<file path="src/rtl/inst_loader_pkg.sv">
// Shared definitions for the instruction-memory loader and the CPU fetch path:
// FSM state encoding, instruction word width and inst_mem byte-address width.
package inst_loader_pkg;

  localparam int INST_W      = 32;
  localparam int IMEM_ADDR_W = 8;

  typedef enum logic [2:0] {
    S_IDLE  = 3'd0,
    S_HDR   = 3'd1,
    S_DATA  = 3'd2,
    S_WRITE = 3'd3,
    S_CHK   = 3'd4,
    S_FIN   = 3'd5
  } state_e;

endpackage

</file>
<file path="src/rtl/inst_loader_if.sv">
// Loader-facing bundle: host byte stream, load control/status and the inst_mem write port.
// master = host/memory side, slave = the loader itself.
interface inst_loader_if #(
  parameter int ADDR_W = inst_loader_pkg::IMEM_ADDR_W
) ();

  logic                              start;
  logic [7:0]                        byte_in;
  logic                              byte_valid;
  logic                              byte_ready;
  logic                              mem_we;
  logic [ADDR_W-1:0]                 mem_addr;
  logic [inst_loader_pkg::INST_W-1:0] mem_data;
  logic                              cpu_hold;
  logic                              busy;
  logic                              done;
  logic                              err;

  modport master (
    output start, byte_in, byte_valid,
    input  byte_ready, mem_we, mem_addr, mem_data, cpu_hold, busy, done, err
  );

  modport slave (
    input  start, byte_in, byte_valid,
    output byte_ready, mem_we, mem_addr, mem_data, cpu_hold, busy, done, err
  );

endinterface

</file>
<file path="src/rtl/inst_loader_timeout.sv">
// loader_timeout: clearable idle-cycle counter that saturates at LIMIT and
// flags the terminal count until cleared.
module inst_loader_timeout #(
  parameter int LIMIT = 1024
) (
  input  logic i_clk,
  input  logic i_rst_n,
  input  logic i_en,
  input  logic i_clr,
  output logic o_expired
);

  localparam int CNT_W = $clog2(LIMIT + 1);

  logic [CNT_W-1:0] r_cnt;

  assign o_expired = (r_cnt == CNT_W'(LIMIT));

  always_ff @(posedge i_clk or negedge i_rst_n) begin
    if (!i_rst_n) begin
      r_cnt <= '0;
    end else if (i_clr) begin
      r_cnt <= '0;
    end else if (i_en && !o_expired) begin
      r_cnt <= r_cnt + CNT_W'(1);
    end
  end

endmodule

</file>
<file path="src/rtl/inst_loader.sv">
// Byte-stream program loader: header N, then 4N little-endian bytes written as words
// into inst_mem while the CPU is held in reset. Optional trailing XOR checksum byte
// when INST_LOADER_CHECKSUM_EN is defined.
module inst_loader
  import inst_loader_pkg::*;
#(
  parameter int ADDR_W      = IMEM_ADDR_W,
  parameter int MAX_WORDS   = 64,
  parameter int TIMEOUT_CYC = 1024
) (
  input  logic         i_clk,
  input  logic         i_rst_n,
  inst_loader_if.slave io_bus
);

  // word count needs one more bit than the word index so that N == MAX_WORDS fits
  localparam int CNT_W = ADDR_W - 1;
  localparam int IDX_W = ADDR_W - 2;

  state_e            r_state;
  logic              r_byte_ready;
  logic              r_mem_we;
  logic              r_cpu_hold;
  logic              r_busy;
  logic              r_done;
  logic              r_err;
  logic [ADDR_W-1:0] r_mem_addr;
  logic [INST_W-1:0] r_mem_data;
  logic [CNT_W-1:0]  r_n;
  logic [IDX_W-1:0]  r_word_idx;
  logic [1:0]        r_byte_idx;
`ifdef INST_LOADER_CHECKSUM_EN
  logic [7:0]        r_csum;
`endif

  logic              w_hs;
  logic              w_to_active;
  logic              w_expired;
  logic              w_hdr_zero;
  logic              w_hdr_big;
  logic [CNT_W-1:0]  w_word_inc;
  logic              w_last_word;

  assign w_hs        = io_bus.byte_valid && r_byte_ready;
  assign w_to_active = (r_state == S_HDR) || (r_state == S_DATA) || (r_state == S_CHK);
  assign w_hdr_zero  = (io_bus.byte_in == 8'd0);
  assign w_hdr_big   = (32'(io_bus.byte_in) > 32'(MAX_WORDS));
  assign w_word_inc  = CNT_W'(r_word_idx) + CNT_W'(1);
  assign w_last_word = (w_word_inc == r_n);

  inst_loader_timeout #(
    .LIMIT (TIMEOUT_CYC)
  ) u_timeout (
    .i_clk     (i_clk),
    .i_rst_n   (i_rst_n),
    .i_en      (w_to_active && !w_hs),
    .i_clr     (!w_to_active || w_hs),
    .o_expired (w_expired)
  );

  always_ff @(posedge i_clk or negedge i_rst_n) begin
    if (!i_rst_n) begin
      r_state      <= S_IDLE;
      r_byte_ready <= 1'b0;
      r_mem_we     <= 1'b0;
      r_cpu_hold   <= 1'b0;
      r_busy       <= 1'b0;
      r_done       <= 1'b0;
      r_err        <= 1'b0;
      r_mem_addr   <= '0;
      r_mem_data   <= '0;
      r_n          <= '0;
      r_word_idx   <= '0;
      r_byte_idx   <= '0;
`ifdef INST_LOADER_CHECKSUM_EN
      r_csum       <= '0;
`endif
    end else begin
      r_mem_we <= 1'b0;
      r_done   <= 1'b0;
      case (r_state)
        S_IDLE: begin
          if (io_bus.start) begin
            r_state      <= S_HDR;
            r_err        <= 1'b0;
            r_cpu_hold   <= 1'b1;
            r_busy       <= 1'b1;
            r_byte_ready <= 1'b1;
          end
        end

        S_HDR: begin
          if (w_expired) begin
            r_err        <= 1'b1;
            r_state      <= S_FIN;
            r_done       <= 1'b1;
            r_byte_ready <= 1'b0;
          end else if (w_hs) begin
`ifdef INST_LOADER_CHECKSUM_EN
            r_csum <= io_bus.byte_in;
`endif
            if (w_hdr_zero || w_hdr_big) begin
              r_err        <= w_hdr_big;
              r_state      <= S_FIN;
              r_done       <= 1'b1;
              r_byte_ready <= 1'b0;
            end else begin
              r_n        <= CNT_W'(io_bus.byte_in);
              r_word_idx <= '0;
              r_byte_idx <= '0;
              r_state    <= S_DATA;
            end
          end
        end

        S_DATA: begin
          if (w_expired) begin
            // partial word is dropped: nothing is written
            r_err        <= 1'b1;
            r_state      <= S_FIN;
            r_done       <= 1'b1;
            r_byte_ready <= 1'b0;
          end else if (w_hs) begin
            r_mem_data[8*r_byte_idx +: 8] <= io_bus.byte_in;
            r_byte_idx                    <= r_byte_idx + 2'd1;
`ifdef INST_LOADER_CHECKSUM_EN
            r_csum <= r_csum ^ io_bus.byte_in;
`endif
            if (r_byte_idx == 2'd3) begin
              r_state      <= S_WRITE;
              r_byte_ready <= 1'b0;
              r_mem_we     <= 1'b1;
              r_mem_addr   <= {r_word_idx, 2'b00};
            end
          end
        end

        S_WRITE: begin
          r_word_idx <= w_word_inc[IDX_W-1:0];
          if (w_last_word) begin
`ifdef INST_LOADER_CHECKSUM_EN
            r_state      <= S_CHK;
            r_byte_ready <= 1'b1;
`else
            r_state      <= S_FIN;
            r_done       <= 1'b1;
`endif
          end else begin
            r_state      <= S_DATA;
            r_byte_ready <= 1'b1;
          end
        end

        S_CHK: begin
`ifdef INST_LOADER_CHECKSUM_EN
          if (w_expired) begin
            r_err        <= 1'b1;
            r_state      <= S_FIN;
            r_done       <= 1'b1;
            r_byte_ready <= 1'b0;
          end else if (w_hs) begin
            if (io_bus.byte_in != r_csum) begin
              r_err <= 1'b1;
            end
            r_state      <= S_FIN;
            r_done       <= 1'b1;
            r_byte_ready <= 1'b0;
          end
`else
          // unreachable without the checksum stage; fall through to a clean finish
          r_state      <= S_FIN;
          r_done       <= 1'b1;
          r_byte_ready <= 1'b0;
`endif
        end

        S_FIN: begin
          r_state      <= S_IDLE;
          r_cpu_hold   <= 1'b0;
          r_busy       <= 1'b0;
          r_byte_ready <= 1'b0;
        end

        default: begin
          r_state      <= S_IDLE;
          r_cpu_hold   <= 1'b0;
          r_busy       <= 1'b0;
          r_byte_ready <= 1'b0;
        end
      endcase
    end
  end

  assign io_bus.byte_ready = r_byte_ready;
  assign io_bus.mem_we     = r_mem_we;
  assign io_bus.mem_addr   = r_mem_addr;
  assign io_bus.mem_data   = r_mem_data;
  assign io_bus.cpu_hold   = r_cpu_hold;
  assign io_bus.busy       = r_busy;
  assign io_bus.done       = r_done;
  assign io_bus.err        = r_err;

endmodule

</file>
<file path="src/flat_wrapper.sv">
// flat-port wrapper written by rule: the top's interface ports become plain ports
module inst_loader_flat import inst_loader_pkg::*;
#(
  parameter int ADDR_W      = IMEM_ADDR_W,
  parameter int MAX_WORDS   = 64,
  parameter int TIMEOUT_CYC = 1024
)
  (i_clk, i_rst_n, io_bus_start, io_bus_byte_in, io_bus_byte_valid, io_bus_byte_ready, io_bus_mem_we, io_bus_mem_addr, io_bus_mem_data, io_bus_cpu_hold, io_bus_busy, io_bus_done, io_bus_err);
  inst_loader_if #(.ADDR_W(ADDR_W)) io_bus_i ();
  input  logic i_clk;
  input  logic i_rst_n;
  input wire logic [$bits(io_bus_i.start)-1:0] io_bus_start;
  input wire logic [$bits(io_bus_i.byte_in)-1:0] io_bus_byte_in;
  input wire logic [$bits(io_bus_i.byte_valid)-1:0] io_bus_byte_valid;
  output wire logic [$bits(io_bus_i.byte_ready)-1:0] io_bus_byte_ready;
  output wire logic [$bits(io_bus_i.mem_we)-1:0] io_bus_mem_we;
  output wire logic [$bits(io_bus_i.mem_addr)-1:0] io_bus_mem_addr;
  output wire logic [$bits(io_bus_i.mem_data)-1:0] io_bus_mem_data;
  output wire logic [$bits(io_bus_i.cpu_hold)-1:0] io_bus_cpu_hold;
  output wire logic [$bits(io_bus_i.busy)-1:0] io_bus_busy;
  output wire logic [$bits(io_bus_i.done)-1:0] io_bus_done;
  output wire logic [$bits(io_bus_i.err)-1:0] io_bus_err;
  assign io_bus_i.start = io_bus_start;
  assign io_bus_i.byte_in = io_bus_byte_in;
  assign io_bus_i.byte_valid = io_bus_byte_valid;
  assign io_bus_byte_ready = io_bus_i.byte_ready;
  assign io_bus_mem_we = io_bus_i.mem_we;
  assign io_bus_mem_addr = io_bus_i.mem_addr;
  assign io_bus_mem_data = io_bus_i.mem_data;
  assign io_bus_cpu_hold = io_bus_i.cpu_hold;
  assign io_bus_busy = io_bus_i.busy;
  assign io_bus_done = io_bus_i.done;
  assign io_bus_err = io_bus_i.err;
  inst_loader #(.ADDR_W(ADDR_W), .MAX_WORDS(MAX_WORDS), .TIMEOUT_CYC(TIMEOUT_CYC)) u_core (.i_clk(i_clk), .i_rst_n(i_rst_n), .io_bus(io_bus_i));
endmodule
</file>
<file path="config.mk">
export PLATFORM = sky130hd
export DESIGN_NAME = inst_loader_flat
export DESIGN_NICKNAME = d
export VERILOG_FILES = /design/src/rtl/inst_loader_pkg.sv /design/src/rtl/inst_loader_if.sv /design/src/rtl/inst_loader_timeout.sv /design/src/rtl/inst_loader.sv /design/src/flat_wrapper.sv
export SDC_FILE = /design/constraint.sdc
export NUM_CORES = 1
export LEC_CHECK = 0
export CORE_MARGIN = 2
export CORE_UTILIZATION = 35
export CTS_CLUSTER_DIAMETER = 150
export DETAILED_ROUTE_END_ITERATION = 8
export PLACE_DENSITY = 0.61
export SYNTH_ARGS = -nofsm -noshare
export SYNTH_HDL_FRONTEND = slang
export SYNTH_SLANG_ARGS = --single-unit
</file>
<file path="constraint.sdc">
create_clock -name i_clk -period 2.24 [get_ports i_clk]
set_input_delay 0.448 -clock i_clk [delete_from_list [all_inputs] [get_ports i_clk]]
set_output_delay 0.448 -clock i_clk [all_outputs]
set_load 0.005 [all_outputs]
</file>
After elaboration in Yosys (flattened, before gate mapping)
Index checks and enable logic that the tools add are counted.
{"block": "totals", "output_inout_bits": 46, "reg_bits": 72}
{"block": "classes", "n_addsub": 4, "n_shift": 2, "n_mux": 48, "reduce_logical": 26, "order_cmp": 1, "n_bitwise": 3, "n_eq_ne": 19}
{"op": "$neg A5 Y34", "count": 1}
{"op": "$shift A8 B34 Y32 const A", "count": 1}
{"op": "$shiftx A8 B34 Y32", "count": 1}
{"op": "$bwmux W32", "count": 1}
{"op": "$mux W3", "count": 8}
{"op": "$mux W1", "count": 22}
{"op": "$mux W11", "count": 2}
{"op": "$mux W6", "count": 3}
{"op": "$reduce_and A4 Y1", "count": 4}
{"op": "$pmux W3 S5", "count": 1}
{"op": "$ne A2 B2 Y1 const B", "count": 6}
{"op": "$pmux W6 S2", "count": 1}
{"op": "$reduce_and A6 Y1", "count": 2}
{"op": "$add A11 B1 Y11 const B", "count": 1}
{"op": "$eq A11 B11 Y1 const B", "count": 1}
{"op": "$mux W2", "count": 5}
{"op": "$gt A8 B7 Y1 const B", "count": 1}
{"op": "$logic_not A8 Y1", "count": 1}
{"op": "$pmux W1 S4", "count": 2}
{"op": "$add A6 B1 Y7 const B", "count": 1}
{"op": "$eq A7 B7 Y1", "count": 1}
{"op": "$eq A3 B2 Y1 const B", "count": 2}
{"op": "$ne A3 B2 Y1 const B", "count": 2}
{"op": "$ne A3 B3 Y1 const B", "count": 2}
{"op": "19 further kinds", "count": 31}

Longest topological paths before layout
{"block": "logic_depth", "depth_word": 7, "depth_mapped": 10, "ltp_nobuf": 7}

By module
Synthesis repeated with hierarchy kept, for this count alone.
{"block": "hier_totals", "cells_unflattened": 382, "area_unflattened_um2": 3694.8}
{"module": "inst_loader", "cells_per_inst": 304, "area_each_um2": 2985.4, "instances": 1, "seq_area_each_um2": 1526.5}
{"module": "inst_loader_timeout", "cells_per_inst": 78, "area_each_um2": 709.4, "instances": 1, "seq_area_each_um2": 275.3}

Worst setup path before layout
No wires, ideal clock.
{"block": "synth_timing", "kind": "flip-flop to flip-flop", "startpoint": "reg u_core.u_timeout.r_cnt[0]", "endpoint": "reg u_core.r_n[0]", "required_ns": 2.115, "path_slack_ns": -0.088, "n_path_buf": 1, "path_stages_with_launch": 9, "arrival_time_ns": 2.203, "path_cell_list": "dfrtp_1 > inv_1 > ha_1 > or4b_1 > or4_4 > buf_6 > o211a_2 > nand2_4 > mux2_2"}
{"block": "synth_via", "elab_chain_cells": 3}
{"element": "start: declaration", "line": "inst_loader_timeout.sv:15", "rtl": "logic [CNT_W-1:0] r_cnt;"}
{"element": "start signal: assignment", "line": "inst_loader_timeout.sv:25", "rtl": "r_cnt <= r_cnt + CNT_W'(1);"}
{"element": "$eq A11 B11 Y1", "line": "inst_loader_timeout.sv:17", "rtl": "assign o_expired = (r_cnt == CNT_W'(LIMIT));"}
{"element": "$not A1 Y1 (no line)"}
{"element": "$reduce_and A4 Y1 (no line)"}
{"element": "end signal: assignment", "line": "inst_loader.sv:108", "rtl": "r_n <= CNT_W'(io_bus.byte_in);"}
{"element": "end: declaration", "line": "inst_loader.sv:29", "rtl": "logic [CNT_W-1:0] r_n;"}
Every way passes these cells.
A chain may end at the register's enable or synchronous reset.

Worst setup path after layout
{"block": "layout_timing", "startpoint": "reg u_core.u_timeout.r_cnt[0]", "endpoint": "reg u_core.r_mem_data[2] (netlist: u_core.io_bus.mem_data[2])"}
{"block": "layout_via", "elab_chain_cells": 3}
{"element": "$eq A11 B11 Y1", "line": "inst_loader_timeout.sv:17"}
{"element": "$not A1 Y1 (no line)"}
{"element": "$reduce_and A3 Y1 (no line)"}
{"element": "end signal: indexed assignment", "line": "inst_loader.sv:124", "rtl": "r_mem_data[8*r_byte_idx +: 8] <= io_bus.byte_in;"}
{"element": "end: declaration", "line": "inst_loader.sv:28", "rtl": "logic [INST_W-1:0] r_mem_data;"}
Every way passes these cells.

==> results.ini <==
[routing]
routedWlPerCell_um = 15.00
drtIter0Drc = 141
drc = 0
drt_wl_total_mm = 9.074
via_per_inst = 4.974
dr.pass1.iters = 4
vias = 3009
ant_nets = 0

[critical_path]
critPathMaxFanout = 8
critPathLaunchType = register
crit_path_max_incr_delay_ns = 0.47
cp_cell_sequence = inv_2 -> ha_4 -> or4b_4 -> or4_4 -> buf_8 -> nand4_1 -> clkbuf_16 -> o21ai_0
r2r_end = u_core.io_bus.mem_data[2]
r2r_setup_slack_ns = -0.04
path_delay_family = simple AND/OR/NAND/NOR gates
crit_path_end_kind = register
crit_arrival_ns = 2.51
crit_slowest_cell = or4_4
crit_type = reg -> reg
regToRegStartpoint = u_core.u_timeout.r_cnt[0]
r2r_cells = 8
worstPathRequired_ns = 2.47
path_buf_inv = 3

[power]
ir_drop_uv = 460.3
power_density_mw_per_mm2 = 1088
power.leakage_nw = 2.161

[timing]
setup_viol_count_final = 13
slew_headroom_pct = 64.50
worstMarginPinSlew_ns = 0.5325
max_freq_mhz = 438.3
period_minus_slack_ns = 2.282
hold_viol_final = 0
layout_setup_ws_ns = -0.04154
fin_crit_sh_pct = 101.9
clock_skew_ns = 0.01086
whs_ns = 0.06668
slew_violations = 0
rsz0062_at_grt = true

[clocking]
clockBufferDepth = 2
htreeDepth = 3
cts_hold_buf = 0
clk_pin_slew_worst_paths_ns = 0.08
cts_tree = yes
numCtsBuffers = 9
cts_sinks = 72
root_buffer = clkbuf_8
clkLatencyLatePin_ns = 0.36

[grt]
overflow = 0
grt_max_degree = 28
grtUsageTotal_pct = 16.77
grt_pass1_wl_mm = 14.88
grt_pass1_vias = 3011
antenna_found_initial = 0

[finish]
regArea_mm2 = 0.001802
diodes = 0
num-nets-final = 486
final_common_cell = nand2_1
final_cell_mix = 76 x nand2_1, 72 x dfrtp_1, 54 x clkdlybuf4s50_1
multi_input_area_mm2 = 0.001843
fin_cells = 605
drive_gt1_share_pct = 20.04
fill_cells = 955
area_delta_synth_final_pct = 37.46

[floorplan]
die_x_um = 106.0
core_area_mm2 = 0.01023
dieArea_mm2 = 0.01123
die_y_um = 106.0
io_pins = 58
num_rows = 37
initial_core_util_pct = 35.59

[yosys]
yosys_warnings = 0
synth_ff_type = dfrtp_1
ys_seq_area_share_pct = 49.48
syn_inst = 374
ys_types = 53
post_synth.cell_area_avg_um2 = 9.735
synth_area_mm2 = 0.003641
synth-seq-cells = 72
async_flop_share_pct = 100.0
synth_top_area_share_pct = 49.48
synth_top_area_cell = dfrtp_1
synth_edf_count = 0
yosys-top-cells-area = dfrtp_1 49%, nand2_1 8.2%, o21ai_0 5.8%

[placement]
dpl_worst_slack_ns = -0.2769
placed_cells = 585
gp_congestion = 0.8540
io_buffers = 55
dp_hpwl_mm = 6.542

[status]
status = finished with violations
failed_checks = negative setup slack

[min_path]
hold_class = in -> async

[run]
cap_violations = 0

[area by class of cell]
type	instances	area share (%)
Timing Repair Buffer	96	18.70
Sequential cell	72	36.00
Multi-Input combinational cell	276	36.83
Tap cell	136	3.400
Clock buffer	9	2.475
Clock inverter	6	1.850
Inverter	10	0.7500
[repair_timing]
action / CTS / global route
pin swaps: 0 / 13
endpoints found under the hold margin: 0 / 0
setup buffers: 1 / 2
cloned: 0 / 2
setup endpoints to repair: 16 / 39
gates resized for setup: 7 / 32
[flip-flops by register name, summed over array words and instances (netlist names)]
signal / flops
u_core.r_word_idx: 6
u_core.io_bus.cpu_hold: 1
u_core.io_bus.mem_we: 1
u_core.io_bus.byte_ready: 1
u_core.io_bus.err: 1
u_core.r_n: 7
u_core.r_byte_idx: 2
u_core.io_bus.mem_addr: 6
u_core.u_timeout.r_cnt: 11
u_core.io_bus.mem_data: 32
u_core.io_bus.done: 1
u_core.r_state: 3
[synth_stat cells (all sizes together), types with 3 or more instances]
cell / n
dfrtp: 72
a21oi: 11
nor2: 22
nand3: 6
o211a: 4
xor2: 9
and2: 3
mux2: 11
nor2b: 3
nand2b: 3
o21ai: 47
xnor2: 8
nand4: 10
clkbuf: 4
inv: 10
ha: 9
o211ai: 4
nor3: 3
nor3b: 3
nand2: 81
a22o: 3
buf: 14
or3: 5
o21a: 3
or4b: 3
nor4: 4
[routing by layer]
layer  GRT usage, %  wire length [µm]  share of wire [%]  up-vias
met2          27.56              4573                 50       49
met5              0                 0                  0        -
met3          3.924               293                3.2       10
met4          5.075               106                1.2        0
li1               -                 -                  -     1483
met1          22.04              4100                 45     1467
[where the power goes]
| part | internal, W | switching, W | leakage [nW] | total (W) |
|---|---|---|---|---|
| Combinational | 0.00122 | 0.00111 | 1.10 | 0.00233 |
| Clock | 0.000628 | 0.000515 | 0.102 | 0.00114 |
| Sequential | 0.00164 | 0.000326 | 0.961 | 0.00197 |
| Total | 0.00349 | 0.00196 | 2.16 | 0.00544 |
[cell families after synthesis]
kind of cell             count (synthesis)  share of synthesized area [%]
AND/OR/NAND/NOR                        153                          21.27
AO/OA/AOI/OAI                           82                          14.02
flip-flops                              72                          49.48
buffers and inverters                   28                          4.261
XOR/XNOR                                17                          4.090
multiplexers                            12                          3.677
adder cells (fa/ha/maj)                  9                          3.093
other                                    1                         0.1030
[how the worst max path moves through the flow]
| stage | cells past startpoint | from | to | slack, ns |
|---|---|---|---|---|
| after floorplan | 8 | u_core.u_timeout.r_cnt[0] | u_core.r_byte_idx[0] | -0.06 |
| after global placement | 7 | io_bus_byte_in[1] | u_core.r_state[2] | -0.32 |
| after detailed placement | 7 | io_bus_byte_in[1] | u_core.r_state[2] | -0.28 |
| after CTS | 7 | u_core.u_timeout.r_cnt[0] | u_core.r_n[4] | -0.03 |
| after global routing | 8 | u_core.u_timeout.r_cnt[0] | u_core.io_bus.mem_data[2] | -0.16 |
| final | 8 | u_core.u_timeout.r_cnt[0] | u_core.io_bus.mem_data[2] | -0.04 |
[stage by stage]
step	area, µm²	setup TNS, ns	total power (W)	utilization [%]
floorplan	3695	-0.6057	0.003262	-
global placement	4621	-4.460	0.004156	45.16
detailed placement	4621	-3.515	0.004188	45.16
CTS	4876	-0.1910	0.005401	47.66
global route	5005	-2.698	0.005836	48.92
finish	5005	-0.3043	0.005443	48.92
Note: power is estimated with default switching activity, not from simulation.
